`src/rtl/sseg_scan_driver_if.sv`:
```
// Display-side signal bundle for the 4-digit scan driver: BCD digits and
// decimal points in, multiplexed anode/segment drive out.
interface sseg_scan_driver_if;
  // No handshake: the producer holds digit_in/dp_in/blank_en as levels and the
  // driver samples them (digits/dp once per frame, blank_en every cycle).
  logic [3:0] digit_in [3:0];
  logic [3:0] dp_in;
  logic       blank_en;
  logic [3:0] an;
  logic [7:0] sseg;

  modport master (output digit_in, dp_in, blank_en, input an, sseg);
  modport slave  (input digit_in, dp_in, blank_en, output an, sseg);
endinterface

```
`src/rtl/sseg_scan_driver.sv`:
```
// Time-multiplexed common-anode 4-digit 7-segment driver with per-frame input
// snapshot, decimal points and leading-zero blanking.
module sseg_scan_driver #(
  parameter int N = 18
) (
  input logic               clk,
  input logic               clr,
  sseg_scan_driver_if.slave disp
);

  localparam logic [N-1:0] ONE = 1;

  logic [N-1:0] q;
  logic [3:0]   snap_digit [3:0];
  logic [3:0]   snap_dp;
  logic [3:0]   an_q;
  logic [7:0]   sseg_q;

  logic [1:0]   sel;
  logic [3:0]   cur;
  logic [3:0]   upper_zero;
  logic         blank;
  logic [6:0]   seg_code;
  logic [3:0]   an_next;
  logic [7:0]   sseg_next;

  assign sel = q[N-1:N-2];
  assign cur = snap_digit[sel];

  // upper_zero[k]: digits k..3 are all zero with no decimal point requested
  always_comb begin
    upper_zero    = '0;
    upper_zero[3] = (snap_digit[3] == 4'd0) && !snap_dp[3];
    upper_zero[2] = upper_zero[3] && (snap_digit[2] == 4'd0) && !snap_dp[2];
    upper_zero[1] = upper_zero[2] && (snap_digit[1] == 4'd0) && !snap_dp[1];
    upper_zero[0] = upper_zero[1] && (snap_digit[0] == 4'd0) && !snap_dp[0];
  end

  assign blank = disp.blank_en && (sel != 2'd0) && upper_zero[sel];

  always_comb begin
    seg_code = 7'h3F;
    case (cur)
      4'd0:    seg_code = 7'h40;
      4'd1:    seg_code = 7'h79;
      4'd2:    seg_code = 7'h24;
      4'd3:    seg_code = 7'h30;
      4'd4:    seg_code = 7'h19;
      4'd5:    seg_code = 7'h12;
      4'd6:    seg_code = 7'h02;
      4'd7:    seg_code = 7'h78;
      4'd8:    seg_code = 7'h00;
      4'd9:    seg_code = 7'h10;
      default: seg_code = 7'h3F;
    endcase
  end

  assign an_next   = ~(4'b0001 << sel);
  assign sseg_next = {~snap_dp[sel], blank ? 7'h7F : seg_code};

  always_ff @(posedge clk or posedge clr) begin
    if (clr) begin
      q       <= '0;
      snap_dp <= '0;
      an_q    <= 4'hF;
      sseg_q  <= 8'hFF;
      for (int i = 0; i < 4; i++) snap_digit[i] <= '0;
    end else begin
      q      <= q + ONE;
      an_q   <= an_next;
      sseg_q <= sseg_next;
      // Capture on the last count so the new frame starts from consistent data
      if (q == '1) begin
        snap_dp <= disp.dp_in;
        for (int i = 0; i < 4; i++) snap_digit[i] <= disp.digit_in[i];
      end
    end
  end

  assign disp.an   = an_q;
  assign disp.sseg = sseg_q;

endmodule

```
`src/flat_wrapper.sv`:
```
// flat-port wrapper written by rule: the top's interface ports become plain ports
module sseg_scan_driver_flat 
#(
  parameter int N = 18
)
  (clk, clr, disp_digit_in, disp_dp_in, disp_blank_en, disp_an, disp_sseg);
  sseg_scan_driver_if disp_i ();
  input logic clk;
  input logic clr;
  input wire logic [$bits(disp_i.digit_in)-1:0] disp_digit_in;
  input wire logic [$bits(disp_i.dp_in)-1:0] disp_dp_in;
  input wire logic [$bits(disp_i.blank_en)-1:0] disp_blank_en;
  output wire logic [$bits(disp_i.an)-1:0] disp_an;
  output wire logic [$bits(disp_i.sseg)-1:0] disp_sseg;
  assign disp_i.digit_in = {>>{disp_digit_in}};
  assign disp_i.dp_in = disp_dp_in;
  assign disp_i.blank_en = disp_blank_en;
  assign disp_an = disp_i.an;
  assign disp_sseg = disp_i.sseg;
  sseg_scan_driver #(.N(N)) u_core (.clk(clk), .clr(clr), .disp(disp_i));
endmodule
```
`config.mk`:
```
export PLATFORM = sky130hd
export DESIGN_NAME = sseg_scan_driver_flat
export DESIGN_NICKNAME = d
export VERILOG_FILES = /design/src/rtl/sseg_scan_driver_if.sv /design/src/rtl/sseg_scan_driver.sv /design/src/flat_wrapper.sv
export SDC_FILE = /design/constraint.sdc
export NUM_CORES = 1
export LEC_CHECK = 0
export ABC_AREA = 1
export BUFFER_PORTS_ARGS = -buffer_cell sky130_fd_sc_hd__buf_2
export CORE_MARGIN = 2
export CORE_UTILIZATION = 40
export DETAILED_ROUTE_END_ITERATION = 10
export SETUP_SLACK_MARGIN = 0.2
export SLEW_MARGIN = 15
export SYNTH_ARGS = -nofsm -noshare
export SYNTH_HDL_FRONTEND = slang
export SYNTH_SLANG_ARGS = --single-unit
```
`constraint.sdc`:
```
create_clock -name clk -period 1.5 [get_ports clk]
set_input_delay 0.15 -clock clk [delete_from_list [all_inputs] [get_ports clk]]
set_output_delay 0.15 -clock clk [all_outputs]
set_load 0.005 [all_outputs]
```
==> impl_metrics.toml, run 1 <==
[outcome]
status = "finished with violations"
violations = "negative setup slack"

[timing]
setup_viol = 4
period_needed_ps = 1520
slew_viol_final = 0
fmax_mhz = 658
hold_viol_final = 0
rsz0062_at_grt = "yes"
tns_ps = -44.8
tightest_slew_ps = 345
fin_ws_ps = -19.0
max_slew_margin_pct = 77.0
period_share_pct = 101
fin_skew_ps = 12.9

[cts]
cts_buffers = 5
cts.sinks = 50
htree_levels = 2
cts-root-buf = "clkbuf_8"
clkLatencyLatePin_ps = 300
clkSlewWorstSetupHoldPaths_ps = 90
cts_tree = "done"
cts_buffer_depth = 2

[power_and_ir_drop]
power_density_mw_per_mm2 = 595
p_leak_uw = 0.00167
p_total_uw = 2230
ir_drop_uv = 533

[die]
core_mm2 = 0.00596
die_w_um = 82.8
die-area_mm2 = 0.00686
die_y_um = 82.8
io_pins = 35
num_rows = 28
start_util_pct = 41.7

[place]
hpwlAfterDp_mm = 3.78
post-place-ws_ps = -88.8
io_buffers = 34
gp_congestion = 0.827
dpl_cell_area_mm2 = 0.00292

[final_layout]
nFillCells = 537
nets = 408
drive_above_1_share_pct = 54.2
area_delta_synth_final_pct = 51.2
antenna_cells = 0
stdcell_area_mm2 = 0.00375

[route]
drt-pass1-iter-count = 4
drtIter0Drc = 124
vias = 2208
final_antenna_net_count = 0
vias_per_cell = 4.85
drc = 0
wl_per_cell_um = 13.6
totalWireLength_mm = 6.18

[yosys]
synthCells = 292
synth_cell_types = 26
syn_avg_cell_area_um2 = 8.51
yosys_warnings = 0
ys_seq_elements = 50
synthesis.area_mm2 = 0.00248
ys_seq_area_share_pct = 51.0
syn_nets = 321

[global_route]
first_global_vias = 2299
antenna_found_initial = 0
grtUsageTotal_pct = 20.4
grt_max_degree = 28
grt-ovfl-total = 0
grt_pass1_wl_mm = 10.5

[critical_path]
start_kind = "register"
crit_arrival_ps = 1730
critical_path_class = "register to register"
crit_chain = "nand2_4 > inv_4 > nand2_2 > nand2_2 > nor2_4 > inv_2 > ha_2 > nand3b_1 > nand3_1 > nand3_1"
max_stage_delay_ps = 490
crit_fanout = 6
slowest_stage = "dfrtp_2"
worstPathRequired_ps = 1710
end_kind = "register"

[flow_run]
maxCapViolCount = 0

[hold_path]
hp-class = "primary input to register"
## synthesized netlist by cell type, drive strengths merged
library cell	number	area [µm²]
o21ai	1	5.00
nand3	39	195
dfstp	12	315
nand2	100	398
nor2	33	150
o221ai	1	8.76
xor2	13	114
dfrtp	38	951
o22a	1	8.76
buf	6	57.6
nand4	3	18.8
nand3b	2	15.0
nor3	5	41.3
inv	28	105
ha	6	75.1
xnor2	2	17.5
clkbuf	2	7.51
## path summary, 6_finish.rpt
| check | from | to | slack [ps] | cells after the start |
|---|---|---|---|---|
| min in group asynchronous | clr | u_core.disp.sseg[2] | 480 | 3 |
| worst min register to register | u_core.q[14] | u_core.q[14] | 480 | 1 |
| worst max register to register | u_core.q[16] | u_core.disp.sseg[3] | -20 | 10 |
| max in group asynchronous | clr | u_core.disp.an[1] | 630 | 4 |
| worst max-delay path | u_core.q[16] | u_core.disp.sseg[3] | -20 | 10 |
| worst min-delay path | disp_digit_in[4] | u_core.snap_digit[4] | 70 | 3 |
## kinds of logic (layout without fill, tap and decap cells)
kind of cell	Yosys count	in the layout	synth area share [%]
XOR/XNOR	15	15	5.29
AND/OR/NAND/NOR	182	185	32.9
AO/OA/AOI/OAI	3	3	0.907
flip-flops	50	50	51.0
adder cells (fa/ha/maj)	6	6	3.02
buffers and inverters	36	121	6.85
## registers in the layout, indices dropped and copies added, names as in the netlist
register	cells
u_core.disp.sseg	8
u_core.q	18
u_core.snap_dp	4
u_core.snap_digit	16
u_core.disp.an	4
## placed cells by master, fill, tap and decap left out, drive strengths merged
cell type    instances
nand2              103
buf                 84
nand3               39
dfrtp               38
nor2                33
inv                 27
xor2                13
dfstp               12
clkbuf               6
ha                   6
nor3                 5
nand4                3
nand3b               2
clkinvlp             2
xnor2                2
o22a                 1
o221ai               1
o21ai                1
clkinv               1
dlygate4sd3          1
## through the flow
stage	instances	hold WS, ps	util [%]
2_1_floorplan	292	188	-
3_3_place_gp	420	249	49.1
3_5_place_dp	420	249	49.1
4_1_cts	450	65.8	59.7
5_1_grt	455	63.3	63.0
6_report	455	70.8	63.0
## area by class of cell
cell class                      instances  area, µm²  area share [%]
Clock inverter                          2       12.5           0.333
Sequential cell                        50       1270            33.8
Timing Repair Buffer                   85        713            19.0
Tap cell                               75       93.8            2.50
Inverter                               28        119            3.17
Multi-Input combinational cell        209       1460            39.0
Clock buffer                            6       82.6            2.20
## per-layer routing
layer	GRT usage, %	wire length, µm	part of all wire [%]	up-vias
met3	3.79	212	3.4	14
met2	34.4	3120	50	46
met1	25.9	2640	43	1053
li1	-	-	-	1095
met4	7.70	204	3.3	0
met5	0	0	0	-
## worst max-delay path: cells and delay by family, from the launching register on
family	cells	cell delay (ps)
flip-flops	1	490
adder cells (fa/ha/maj)	1	160
buffers and inverters	2	90
AND/OR/NAND/NOR	7	680
## power breakdown
part / total, µW / internal, µW / leakage (µW) / switching [µW]
Combinational: 67.2 / 26.4 / 0.00109 / 40.8
Clock: 819 / 372 / 0.0000472 / 447
Sequential: 1350 / 1350 / 0.000533 / 0
## repair_timing
action,4_1_cts,5_1_grt
hold buffers,1,0
setup endpoints to repair,31,37
buffers inserted,15,5
hold endpoints to repair,21,0
resized for setup,70,43
gates cloned,6,0
pin swaps,34,17
No activity file was read; power rests on OpenSTA's default activity.
==> run 2: changes to the inputs <==
GPL_TIMING_DRIVEN = 0   (was default)
==> run 2 against run 1 <==
  * Die area unchanged
  * The run still ends with negative setup slack left
  * Clock skew about the same
  * Cell count decreased by 3.7%
  * Register-to-register slack got worse by 90 ps
  * Highest routed layer unchanged
  * Cell area decreased by 5.9%
  * Maximum frequency decreased by 5.6%
  * Global-route usage decreased by 3.4 points
  * Utilization decreased by 3.7 points
  * Non-clock buffer count decreased by 14
  * Hold slack got worse by 18 ps
==> impl_metrics.toml, run 2 (synthesized netlist as in run 1, its figures left out) <==
[final_layout]
largest_register_ffs = 18
mostFrequentLayoutCells = "nand2_1 (51), nand2_2 (40), dfrtp_1 (37), nand3_1 (34), buf_2 (34)"
antenna_cells = 0
layout_commonest_cell = "nand2_1"
top_register = "u_core.q"
nets = 391
stdcell_area_mm2 = 0.00353
nFillCells = 551
area_delta_synth_final_pct = 42.3
drive_above_1_share_pct = 49.3

[critical_path]
crit_arrival_ps = 1840
start_kind = "register"
worstPathRequired_ps = 1730
max_stage_delay_ps = 390
critPathTopFamily = "simple AND/OR/NAND/NOR gates"
crit_fanout = 7
crit_chain = "buf_8 > inv_8 > nor2_4 > nand2_2 > nand2_2 > nor2_4 > inv_2 > ha_4 > nand3b_1 > nand3_1 > nand3_1"
end_kind = "register"
slowest_stage = "dfrtp_1"
path_buf_inv = 3
critical_path_class = "register to register"

[power_and_ir_drop]
p_leak_uw = 0.00163
power_density_mw_per_mm2 = 649
ir_drop_uv = 370

[route]
dr.max_layer_used = "met4"
totalWireLength_mm = 5.50
drc = 0
final_antenna_net_count = 0
wl_met1_mm = 2.48
wl_per_cell_um = 12.6
drtIter0Drc = 57
vias = 2048
wl_met3_um = 209
drt-pass1-iter-count = 4
vias_per_cell = 4.68
dr_wl_met2_mm = 2.71

[timing]
hold_slack_ps = 52.8
fmax_mhz = 621
max_slew_margin_pct = 76.5
setup_viol = 7
period_share_pct = 107
slew_viol_final = 0
fin_skew_ps = 13.1
fin_ws_ps = -109
hold_viol_final = 0
period_needed_ps = 1610
rsz0062_at_grt = "yes"
tightest_slew_ps = 349

[die]
num_rows = 28
core_mm2 = 0.00596
die_y_um = 82.8
die_w_um = 82.8
start_util_pct = 41.7
io_pins = 35
die-area_mm2 = 0.00686

[cts]
cts.sinks = 50
cts_tree = "done"
cts-root-buf = "clkbuf_8"
clkLatencyLatePin_ps = 320
clkSlewWorstSetupHoldPaths_ps = 100
cts_buffer_depth = 2
cts_buffers = 5
htree_levels = 2

[place]
post-place-ws_ps = -145
hpwlAfterDp_mm = 3.44
dpl_cell_area_mm2 = 0.00280
io_buffers = 34
gp_congestion = 0.809

[global_route]
grt_max_degree = 51
grt-ovfl-total = 0
grt_pass1_wl_mm = 8.72
first_global_vias = 1954
grtUsageTotal_pct = 16.9
antenna_found_initial = 0

[flow_run]
maxCapViolCount = 0

[outcome]
status = "finished with violations"
violations = "negative setup slack"

[hold_path]
hp-class = "primary input to register"
[run 2: cell count changes in the layout (fill, tap and decap cells not counted), sizes merged]
cell | previous run | this run
clkinvlp | 2 | 1
buf | 84 | 68
nand2 | 103 | 100
clkbuf | 6 | 9
[run 2: final timing paths]
kind	from	to	slack [ps]	cells past startpoint
max in group asynchronous	clr	u_core.disp.sseg[7]	620	4
min in group asynchronous	clr	u_core.snap_digit[8]	330	3
worst max-delay path	u_core.q[16]	u_core.disp.sseg[0]	-110	11
worst min register to register	u_core.q[14]	u_core.q[14]	480	1
worst max register to register	u_core.q[16]	u_core.disp.sseg[0]	-110	11
worst min-delay path	disp_digit_in[4]	u_core.snap_digit[4]	50	3
[run 2: metrics by stage]
stage,util (%),TNS (ps),power [µW],cells
floorplan,-,0,1390,292
global placement,47.0,-1460,1430,401
detailed placement,47.0,-1830,1430,401
CTS,53.8,-170,2310,427
global route,59.3,-1540,2400,438
finish,59.3,-396,2300,438
[run 2: per-layer routing]
layer	vias up	track usage (%)
met5	-	0
met4	0	5.74
met3	9	4.55
met2	35	27.8
met1	953	21.6
li1	1051	-
[run 2: tightest hold or removal path, stage by stage]
cell and delay [ps]:
buf_2 70, nand3_1 60, nand2_1 60
[run 2: area by class of cell]
cell class | instances | area [µm²] | area share, %
plain buffers | 8 | 85.1 | 2.41
clock buffers | 7 | 96.3 | 2.73
clock inverters | 1 | 8.76 | 0.248
inverters | 28 | 129 | 3.65
multi-input cells | 206 | 1410 | 39.8
flip-flops and latches | 50 | 1270 | 35.9
well taps | 75 | 93.8 | 2.65
repair buffers | 63 | 448 | 12.7
[run 2: timing repair]
item                                    in CTS  in global routing
endpoints found under the setup margin      31                 33
setup buffers                               16                  9
hold buffers                                 0                  1
cloned                                       2                  0
pin swaps                                   14                 30
resized for setup                           50                 62
endpoints found under the hold margin        0                  9
[run 2: report_power, final]
part | internal, µW | switching (µW)
combinational | 27.6 | 35.3
clock | 423 | 460
sequential | 1350 | 0
total | 1800 | 496
